## config.mk

```make
export PLATFORM = sky130hd
export DESIGN_NAME = dmcache_fill_ctrl
export DESIGN_NICKNAME = d
export VERILOG_FILES = /design/src/rtl/dmcache_fill_ctrl.sv
export SDC_FILE = /design/constraint.sdc
export NUM_CORES = 1
export LEC_CHECK = 0
export BUFFER_PORTS_ARGS = -buffer_cell sky130_fd_sc_hd__buf_2
export CAP_MARGIN = 20
export CORE_MARGIN = 2
export CORE_UTILIZATION = 30
export CTS_BUF_LIST = sky130_fd_sc_hd__clkbuf_16
export DETAILED_ROUTE_END_ITERATION = 16
export GPL_TIMING_DRIVEN = 0
export PLACE_DENSITY = 0.6
export SKIP_CTS_REPAIR_TIMING = 1
export SYNTH_ARGS = -nofsm -noshare
export SYNTH_HDL_FRONTEND = slang
export SYNTH_SLANG_ARGS = --single-unit
```

## constraint.sdc

```tcl
create_clock -name clk -period 1.9 [get_ports clk]
set_clock_uncertainty 0.05 [all_clocks]
set_input_delay 0.285 -clock clk [delete_from_list [all_inputs] [get_ports clk]]
set_output_delay 0.285 -clock clk [all_outputs]
set_load 0.01 [all_outputs]
```

## src/rtl/dmcache_fill_ctrl.sv

```systemverilog
// Miss/fill sequencer for the two-read-port direct-mapped cache: round-robin
// arbitration of client misses onto one memory read port, with same-address merge.
module dmcache_fill_ctrl #(
    parameter int TIMEOUT = 255
) (
    input  logic        clk,
    input  logic        rst_n,
    input  logic        miss_req0,
    input  logic [15:0] miss_adr0,
    output logic        fill_done0,
    input  logic        miss_req1,
    input  logic [15:0] miss_adr1,
    output logic        fill_done1,
    output logic        fill_err,
    output logic [1:0]  err_port,
    output logic        mem_re,
    output logic [15:0] mem_raddr,
    input  logic [15:0] mem_data,
    input  logic        mem_valid,
    output logic [15:0] insert_adr,
    output logic [15:0] insert_data,
    output logic        insert_valid,
    output logic        busy
);

    localparam int CW = $clog2(TIMEOUT + 1);

    typedef enum logic [2:0] {
        S_IDLE  = 3'd0,
        S_ISSUE = 3'd1,
        S_WAIT  = 3'd2,
        S_FILL  = 3'd3,
        S_ERR   = 3'd4
    } state_t;

    state_t        state_q;
    logic          rr_q;
    logic          winner_q;
    logic [15:0]   cur_adr_q;
    logic [CW-1:0] wait_cnt_q;
    logic [CW-1:0] wait_cnt_d;
    logic          fill_done0_q;
    logic          fill_done1_q;
    logic          fill_err_q;
    logic [1:0]    err_port_q;
    logic          mem_re_q;
    logic [15:0]   mem_raddr_q;
    logic [15:0]   insert_adr_q;
    logic [15:0]   insert_data_q;
    logic          insert_valid_q;
    logic          busy_q;

    logic          any_req_s;
    logic          win_s;
    logic [15:0]   win_adr_s;
    logic          serve0_s;
    logic          serve1_s;

    // Arbitration, merge detection and wait counter increment.
    always_comb begin
        any_req_s  = miss_req0 | miss_req1;
        win_s      = 1'b0;
        if (miss_req0 && miss_req1) begin
            win_s = rr_q;
        end else begin
            win_s = miss_req1;
        end
        win_adr_s  = win_s ? miss_adr1 : miss_adr0;
        // A client is served if it won, or if it is currently missing on the same line.
        serve0_s   = (winner_q == 1'b0) || (miss_req0 && (miss_adr0 == cur_adr_q));
        serve1_s   = (winner_q == 1'b1) || (miss_req1 && (miss_adr1 == cur_adr_q));
        wait_cnt_d = wait_cnt_q + {{(CW-1){1'b0}}, 1'b1};
    end

    // Sequencer state and all registered outputs.
    always_ff @(posedge clk or negedge rst_n) begin
        if (!rst_n) begin
            state_q        <= S_IDLE;
            rr_q           <= 1'b0;
            winner_q       <= 1'b0;
            cur_adr_q      <= 16'h0000;
            wait_cnt_q     <= '0;
            fill_done0_q   <= 1'b0;
            fill_done1_q   <= 1'b0;
            fill_err_q     <= 1'b0;
            err_port_q     <= 2'b00;
            mem_re_q       <= 1'b0;
            mem_raddr_q    <= 16'h0000;
            insert_adr_q   <= 16'h0000;
            insert_data_q  <= 16'h0000;
            insert_valid_q <= 1'b0;
            busy_q         <= 1'b0;
        end else begin
            mem_re_q       <= 1'b0;
            insert_valid_q <= 1'b0;
            fill_done0_q   <= 1'b0;
            fill_done1_q   <= 1'b0;
            fill_err_q     <= 1'b0;
            err_port_q     <= 2'b00;
            case (state_q)
                S_IDLE: begin
                    if (any_req_s) begin
                        winner_q    <= win_s;
                        rr_q        <= ~win_s;
                        cur_adr_q   <= win_adr_s;
                        mem_re_q    <= 1'b1;
                        mem_raddr_q <= win_adr_s;
                        busy_q      <= 1'b1;
                        state_q     <= S_ISSUE;
                    end else begin
                        busy_q      <= 1'b0;
                        state_q     <= S_IDLE;
                    end
                end
                S_ISSUE: begin
                    wait_cnt_q <= '0;
                    state_q    <= S_WAIT;
                end
                S_WAIT: begin
                    wait_cnt_q <= wait_cnt_d;
                    if (mem_valid) begin
                        insert_valid_q <= 1'b1;
                        insert_adr_q   <= cur_adr_q;
                        insert_data_q  <= mem_data;
                        fill_done0_q   <= serve0_s;
                        fill_done1_q   <= serve1_s;
                        state_q        <= S_FILL;
                    end else if (wait_cnt_d == CW'(TIMEOUT)) begin
                        fill_err_q     <= 1'b1;
                        err_port_q     <= {serve1_s, serve0_s};
                        state_q        <= S_ERR;
                    end else begin
                        state_q        <= S_WAIT;
                    end
                end
                S_FILL: begin
                    busy_q  <= 1'b0;
                    state_q <= S_IDLE;
                end
                S_ERR: begin
                    busy_q  <= 1'b0;
                    state_q <= S_IDLE;
                end
                default: begin
                    busy_q  <= 1'b0;
                    state_q <= S_IDLE;
                end
            endcase
        end
    end

    assign fill_done0   = fill_done0_q;
    assign fill_done1   = fill_done1_q;
    assign fill_err     = fill_err_q;
    assign err_port     = err_port_q;
    assign mem_re       = mem_re_q;
    assign mem_raddr    = mem_raddr_q;
    assign insert_adr   = insert_adr_q;
    assign insert_data  = insert_data_q;
    assign insert_valid = insert_valid_q;
    assign busy         = busy_q;

endmodule

```

### After elaboration in Yosys (flattened, before gate mapping)

Cells that the tools add are included.

* register bits: 69
* input bits: 53
* output and inout port bits: 56
* logic and storage cells: 55

* add/sub/neg operators: 1
* eq/ne operators: 5
* mux-type cells: 22
* bitwise gates (word level): 3
* reductions and logical operators: 10

Operators with widths (count)
* equality test 16 bit: 2
* two-way mux 16 bit: 1
* one-hot mux 8 bit (2 select lines): 1
* two-way mux 1 bit: 13
* one-hot mux 3 bit (3 select lines): 1
* adder 8 x 1 -> 8 bit, second input constant: 1
* equality test 8 bit, second input constant: 1
* two-way mux 2 bit: 3
* two-way mux 3 bit: 2
* AND reduction 2 bit: 2
* equality test 3 x 1 -> 1 bit, second input constant: 1
* equality test 3 x 2 -> 1 bit, second input constant: 1
* logical AND 1 bit: 3
* logical NOT 3 bit: 1
* logical OR 1 bit: 2
* NOT 1 bit: 2
* one-hot mux 1 bit (2 select lines): 1
* nonzero test 2 bit: 1
* OR reduction 2 bit: 1
* OR 1 bit: 1

### Depth between registers and ports, before layout

Gate-level depths: netlist of run 1.

* depth after elaboration: 6
* depth in mapped cells: 8
* mapped depth without buffers: 6

### Least setup slack after synthesis of run 1

OpenSTA, ideal clock, no wires.

* path kind: reg2reg
* start: register, netlist name mem_raddr[9]
* end: register fill_done0_q (netlist: fill_done0)
* library setup time: 0.069 ns
* arrival: 1.525 ns
* required time: 1.781 ns
* slack: 0.256 ns
* stages on the path, launching flop included: 6
* buffers on the path: 0
* period minus slack after synthesis: 1.644 ns
* path through: dfrtp_1 xnor2_1 o21ai_1 or4_1 o31a_1 nor2_2

RTL lines
* end signal, assigned: RTL line 125 `fill_done0_q <= serve0_s;`
* end, declared: RTL line 42 `logic fill_done0_q;`

==> results.py, run 1 <==
metrics = {
    "outcome": {
        "status": "complete, no violations",
    },
    "job": {
        "cap_violations": 0,
    },
    "timing": {
        "fin_ws_ps": 97.3,
        "slew_violations": 0,
        "setup_viol": 0,
        "fmax_ghz": 0.555,
        "hold_viol_final": 0,
        "period_minus_slack_ps": 1800,
        "fin_crit_sh_pct": 94.9,
        "finalSetupTns_ps": 0,
        "slew-limit-headroom_pct": 41.6,
        "worst_pin_slew_ps": 876,
        "rsz0062_at_grt": "false",
    },
    "detailed_routing": {
        "first_pass_iters": 4,
        "wl_per_cell_um": 14.5,
        "wl_met1_mm": 3.81,
        "wl_met3_um": 460,
        "totalWireLength_mm": 8.43,
        "wl_met2_mm": 4.12,
        "num_vias": 2682,
        "drc": 0,
        "viasPerCell": 4.62,
        "drt-initial-drc-count": 293,
        "detail-route-antenna-nets": 0,
        "highest_layer": "met4",
    },
    "synthesis": {
        "ys_ff_latch": 68,
        "ys_seq_area_share_pct": 55.2,
        "syn_avg_cell_area_um2": 9.61,
        "syn-instance-count": 321,
        "syn_nets": 376,
        "yosys_warnings": 0,
        "synthesis.area_um2": 3090,
        "synth_cell_types": 33,
    },
    "cts": {
        "root_buffer": "clkbuf_16",
        "cts_sinks": 68,
        "path_clk_slew_ps": 50,
        "htreeDepth": 3,
        "clk_latency_ps": 330,
        "cts_buffers": 9,
        "clockBufferDepth": 2,
        "tritoncts": "built",
    },
    "min_path": {
        "holdCritPathClass": "primary input to asynchronous set/reset pin",
    },
    "finish": {
        "diodes": 0,
        "nNetsFinal": 494,
        "synthToLayoutAreaGrowth_pct": 35.0,
        "final_layout_size_suffix_gt1_share_pct": 32.0,
        "n_fill_cell": 1021,
        "design_area_um2": 4160,
        "finalNonFillerCells": 580,
    },
    "floorplan": {
        "die_w_um": 105,
        "io_pins": 109,
        "die_y_um": 105,
        "core-area_um2": 10100,
        "num_rows": 37,
        "initial_utilization_pct": 30.4,
        "die-area_um2": 11100,
    },
    "setup_path": {
        "path_max_fanout": 5,
        "worstPathCellList": "xnor2_1 > o21ai_1 > or4_1 > o31a_1 > nor2_2",
        "critical_path.startpoint": "mem_raddr[9]",
        "r2r_end": "fill_done0",
        "rrSetupSlack_ps": 100,
        "endpoint_kind": "flop",
        "r2r-start": "mem_raddr[9]",
        "worstPathRequired_ps": 2110,
        "worst-setup-path-type": "flop to flop",
        "cpLargestDelayFamily": "simple AND/OR/NAND/NOR gates",
        "cp_slowest_stage_delay_ps": 530,
        "reg2regPathDepth": 5,
        "cp.arrival_ps": 2010,
        "cp_num_buf_inv": 0,
        "start_kind": "flop",
        "critPathSlowestCell": "or4_1",
    },
    "grt": {
        "grt_overflow": 0,
        "grt_pass1_wl_mm": 13.4,
        "grt_start_max_net_pins": 69,
        "antenna_found_initial": 0,
        "grt_use_total_pct": 15.9,
        "grt_pass1_vias": 2553,
    },
    "placed_design": {
        "finalWeightedCongestion": 0.792,
        "dpl-instance-area_um2": 3800,
        "port_buffers": 108,
        "place_inst": 565,
        "dp_slack_ps": 3.40,
        "dpl.hpwl_mm": 6.19,
    },
    "power_and_ir_drop": {
        "finalPower_mw": 7.06,
        "leakagePower_nw": 2.25,
        "peakVddDrop_mv": 0.568,
        "p_per_area_nw_per_um2": 1700,
    },
}
Yosys cell counts (all sizes together):
cell | n | area (um^2)
nor4 | 4 | 25.0
a21o | 4 | 30.0
o2bb2ai | 1 | 8.76
a31oi | 2 | 12.5
nand2 | 106 | 405
a222oi | 17 | 170
a21oi | 4 | 23.8
a22o | 1 | 8.76
o31a | 1 | 8.76
inv | 25 | 93.8
xnor2 | 22 | 193
buf | 7 | 35.0
dfrtp | 68 | 1700
o21ai | 14 | 70.1
ha | 2 | 25.0
and3 | 3 | 18.8
or4 | 1 | 7.51
and2 | 1 | 6.26
nor3 | 1 | 5.00
o22ai | 1 | 6.26
o31ai | 1 | 7.51
nand2b | 4 | 25.0
xor2 | 9 | 78.8
nand4 | 6 | 52.6
nor2 | 7 | 28.8
nand3 | 3 | 15.0
clkbuf | 6 | 22.5
layout by cell type, fill, tap and decap left out, types with 4 or more instances in the layout:
master,synthesis,layout
dfrtp_1,68,68
clkbuf_2,0,4
o21ai_1,13,12
inv_1,22,22
xor2_1,9,9
buf_2,7,109
clkbuf_4,0,5
nor2_1,6,6
nor4_1,4,4
xnor2_1,22,22
clkbuf_16,0,9
nand2_1,105,105
nand4_1,5,5
a222oi_1,17,17
clkinv_1,0,4
nand2b_1,4,4
a21o_1,4,4
state kept, by name, summed over array words and instances (netlist names):
signal	flops
fill_done1	1
winner_q	1
rr_q	1
busy	1
fill_err	1
state_q	2
fill_done0	1
insert_valid	1
insert_data	16
insert_adr	16
wait_cnt_q	8
mem_re	1
err_port	2
mem_raddr	16
stage by stage:
| stage | util [%] | hold WS (ps) |
|---|---|---|
| finish | 41.1 | 31.3 |
| floorplan | - | -60.6 |
| CTS | 40.7 | 61.1 |
| global placement | 37.4 | 402 |
| global route | 41.1 | 93.0 |
| detailed placement | 37.5 | 407 |
layer usage:
layer  up-vias  track usage, %
met4         0            4.29
met1      1290            20.7
met3         4            5.69
met5         -               0
met2        78            25.0
li1       1310               -
area by class of cell:
type / count / area, um^2 / share of cell area [%]
clock buffer: 9 / 225 / 5.41
timing repair buffer: 108 / 543 / 13.0
buffer: 12 / 75.1 / 1.80
tap: 136 / 170 / 4.09
clock inverter: 7 / 105 / 2.52
inverter: 25 / 93.8 / 2.25
sequential: 68 / 1700 / 40.9
multi-input combinational: 215 / 1250 / 30.0
worst max-delay path by stage:
| stage | endpoint | slack [ps] | cells after the start |
|---|---|---|---|
| 2_1_floorplan | fill_done0 | 260 | 5 |
| 3_3_place_gp | mem_raddr[11] | 30 | 6 |
| 3_5_place_dp | insert_adr[2] | 3 | 8 |
| 4_1_cts | insert_adr[8] | -10 | 8 |
| 5_1_grt | fill_done0 | 4 | 5 |
| 6_report | fill_done0 | 100 | 5 |
cell families (layout without fill, tap and decap cells):
| family | after synthesis | count (layout) | share of synthesized area [%] |
|---|---|---|---|
| buf+inv | 38 | 161 | 4.91 |
| flops | 68 | 68 | 55.1 |
| xor+xnor | 31 | 31 | 8.80 |
| fa+ha+maj | 2 | 2 | 0.811 |
| simple gates | 136 | 136 | 19.1 |
| compound gates | 46 | 46 | 11.2 |
where the power goes:
| group | internal (mW) | switching [mW] |
|---|---|---|
| combinational | 1.16 | 1.51 |
| sequential | 2.03 | 0.498 |
| clock | 1.26 | 0.594 |
Power figures use the tool's default switching activity.
==> inputs of run 2 (changes only) <==
- CORE_ASPECT_RATIO: default -> 1.2
- CORE_UTILIZATION: 30 -> 48
- PLACE_DENSITY: 0.6 -> 0.84
==> run 2 against run 1 <==
Effect of this change:
- sequential power hardly changed
- total power is 1.1% lower
- worst hold slack worse by 28 ps
- critical path depth stayed put
- fmax is 0.26% lower
- largest power group unchanged
==> results.py, run 2 (synthesis gave the netlist of run 1 again) <==
metrics = {
    "setup_path": {
        "cp_slowest_stage_delay_ps": 520,
        "endpoint_kind": "flop",
        "worst-setup-path-type": "flop to flop",
        "r2r-start": "mem_raddr[9]",
        "worstPathRequired_ps": 2110,
        "cpLargestDelayFamily": "simple AND/OR/NAND/NOR gates",
        "cp.arrival_ps": 2020,
        "critical_path.startpoint": "mem_raddr[9]",
        "start_kind": "flop",
        "worstPathCellList": "xnor2_2 > o21ai_1 > or4_1 > o31a_1 > nor2_2",
        "path_max_fanout": 5,
        "cp-endpoint": "fill_done0",
        "cp_num_buf_inv": 0,
        "r2r_end": "fill_done0",
        "worst-path-stages": 5,
        "reg2regPathDepth": 5,
        "critPathSlowestCell": "or4_1",
        "rrSetupSlack_ps": 90,
    },
    "floorplan": {
        "die_w_um": 77.2,
        "io_pins": 109,
        "num_rows": 32,
        "die-area_um2": 7090,
        "initial_utilization_pct": 48.8,
        "core-area_um2": 6330,
        "die_y_um": 91.8,
    },
    "finish": {
        "design_area_um2": 4090,
        "multi_input_area_um2": 1260,
        "n_fill_cell": 533,
        "layout_common_cells": "113 x buf_2, 105 x nand2_1, 67 x dfrtp_1, 23 x inv_1, 21 x xnor2_1",
        "regArea_um2": 1700,
        "final_common_cell": "buf_2",
        "final_layout_size_suffix_gt1_share_pct": 32.7,
        "post-route-util_pct": 64.6,
        "nNetsFinal": 494,
        "synthToLayoutAreaGrowth_pct": 32.4,
        "diodes": 0,
    },
    "timing": {
        "fin_hold_ws_ps": 3.30,
        "slew_violations": 0,
        "slew-limit-headroom_pct": 44.4,
        "fmax_ghz": 0.553,
        "worst_pin_slew_ps": 833,
        "period_minus_slack_ps": 1810,
        "fin_crit_sh_pct": 95.1,
        "setup_viol": 0,
        "hold_viol_final": 0,
    },
    "power_and_ir_drop": {
        "leakagePower_nw": 2.25,
        "peakVddDrop_mv": 0.999,
        "finalPower_mw": 6.98,
        "p_per_area_nw_per_um2": 1710,
    },
    "grt": {
        "antenna_found_initial": 0,
        "grt_overflow": 0,
        "grt_start_max_net_pins": 69,
        "grt_pass1_vias": 2620,
        "grt_pass1_wl_mm": 12.6,
        "grt_use_total_pct": 22.9,
    },
    "detailed_routing": {
        "drc": 0,
        "first_pass_iters": 7,
        "detail-route-antenna-nets": 0,
        "drt-initial-drc-count": 230,
        "num_vias": 2734,
        "wl_per_cell_um": 14.7,
        "totalWireLength_mm": 7.78,
        "viasPerCell": 5.17,
    },
    "job": {
        "cap_violations": 0,
    },
    "cts": {
        "path_clk_slew_ps": 60,
        "tritoncts": "built",
        "htreeDepth": 3,
        "clockBufferDepth": 2,
        "cts_buffers": 9,
        "clk_latency_ps": 330,
        "root_buffer": "clkbuf_16",
        "cts_sinks": 68,
    },
    "placed_design": {
        "dpl-instance-area_um2": 3730,
        "dpl.hpwl_mm": 5.52,
        "port_buffers": 108,
        "finalWeightedCongestion": 0.856,
    },
    "outcome": {
        "status": "complete, no violations",
    },
    "min_path": {
        "holdCritPathClass": "primary input to asynchronous set/reset pin",
    },
}
[run 2: cell types whose count changed in the layout (fill, tap and decap cells not counted), sizes merged]
cell / change
clkinv: -1
bufinv: -1
clkbuf: -3
clkinvlp: +1
buf: +3
inv: +1
[run 2: final cells by class]
type	count	area share [%]
timing repair buffer	108	13.3
sequential	68	41.7
clock inverter	7	2.27
clock buffer	9	5.51
buffer	12	1.59
multi-input combinational	215	30.8
tap	85	2.60
inverter	25	2.30
[run 2: worst register-to-register path, stage by stage (launching register included)]
cell and delay, ps:
dfrtp_2 460, xnor2_2 170, o21ai_1 90, or4_1 520, o31a_1 340, nor2_2 120
[run 2: power by group]
group / switching [mW] / leakage, nW / internal (mW)
Clock: 0.624 / 0.154 / 1.14
Sequential: 0.517 / 0.865 / 2.03
Combinational: 1.51 / 1.23 / 1.15
[run 2: through the flow]
step	instances	setup TNS (ps)	worst slack, ps
6_report	529	0	92.6
5_1_grt	529	-0.403	-0.403
4_1_cts	530	-438	-59.2
3_5_place_dp	514	-326	-54.0
3_3_place_gp	514	0	38.6
2_1_floorplan	321	0	256
[run 2: worst min path at each step]
stage           from       endpoint  slack, ps  cells after the start
2_1_floorplan  rst_n           busy        -60                      0
3_3_place_gp    rr_q           rr_q        400                      1
3_5_place_dp   rst_n  insert_adr[8]        400                      1
4_1_cts        rst_n  insert_adr[8]         40                      1
5_1_grt        rst_n   mem_raddr[4]         90                      1
6_report       rst_n   mem_raddr[3]          3                      1
[run 2: layer usage]
layer / track usage, % / part of all wire, % / vias up
li1: - / - / 1312
met1: 28.2 / 40 / 1275
met2: 39.1 / 51 / 132
met3: 5.91 / 7.5 / 15
met4: 7.44 / 1.8 / 0
met5: 0 / 0 / -
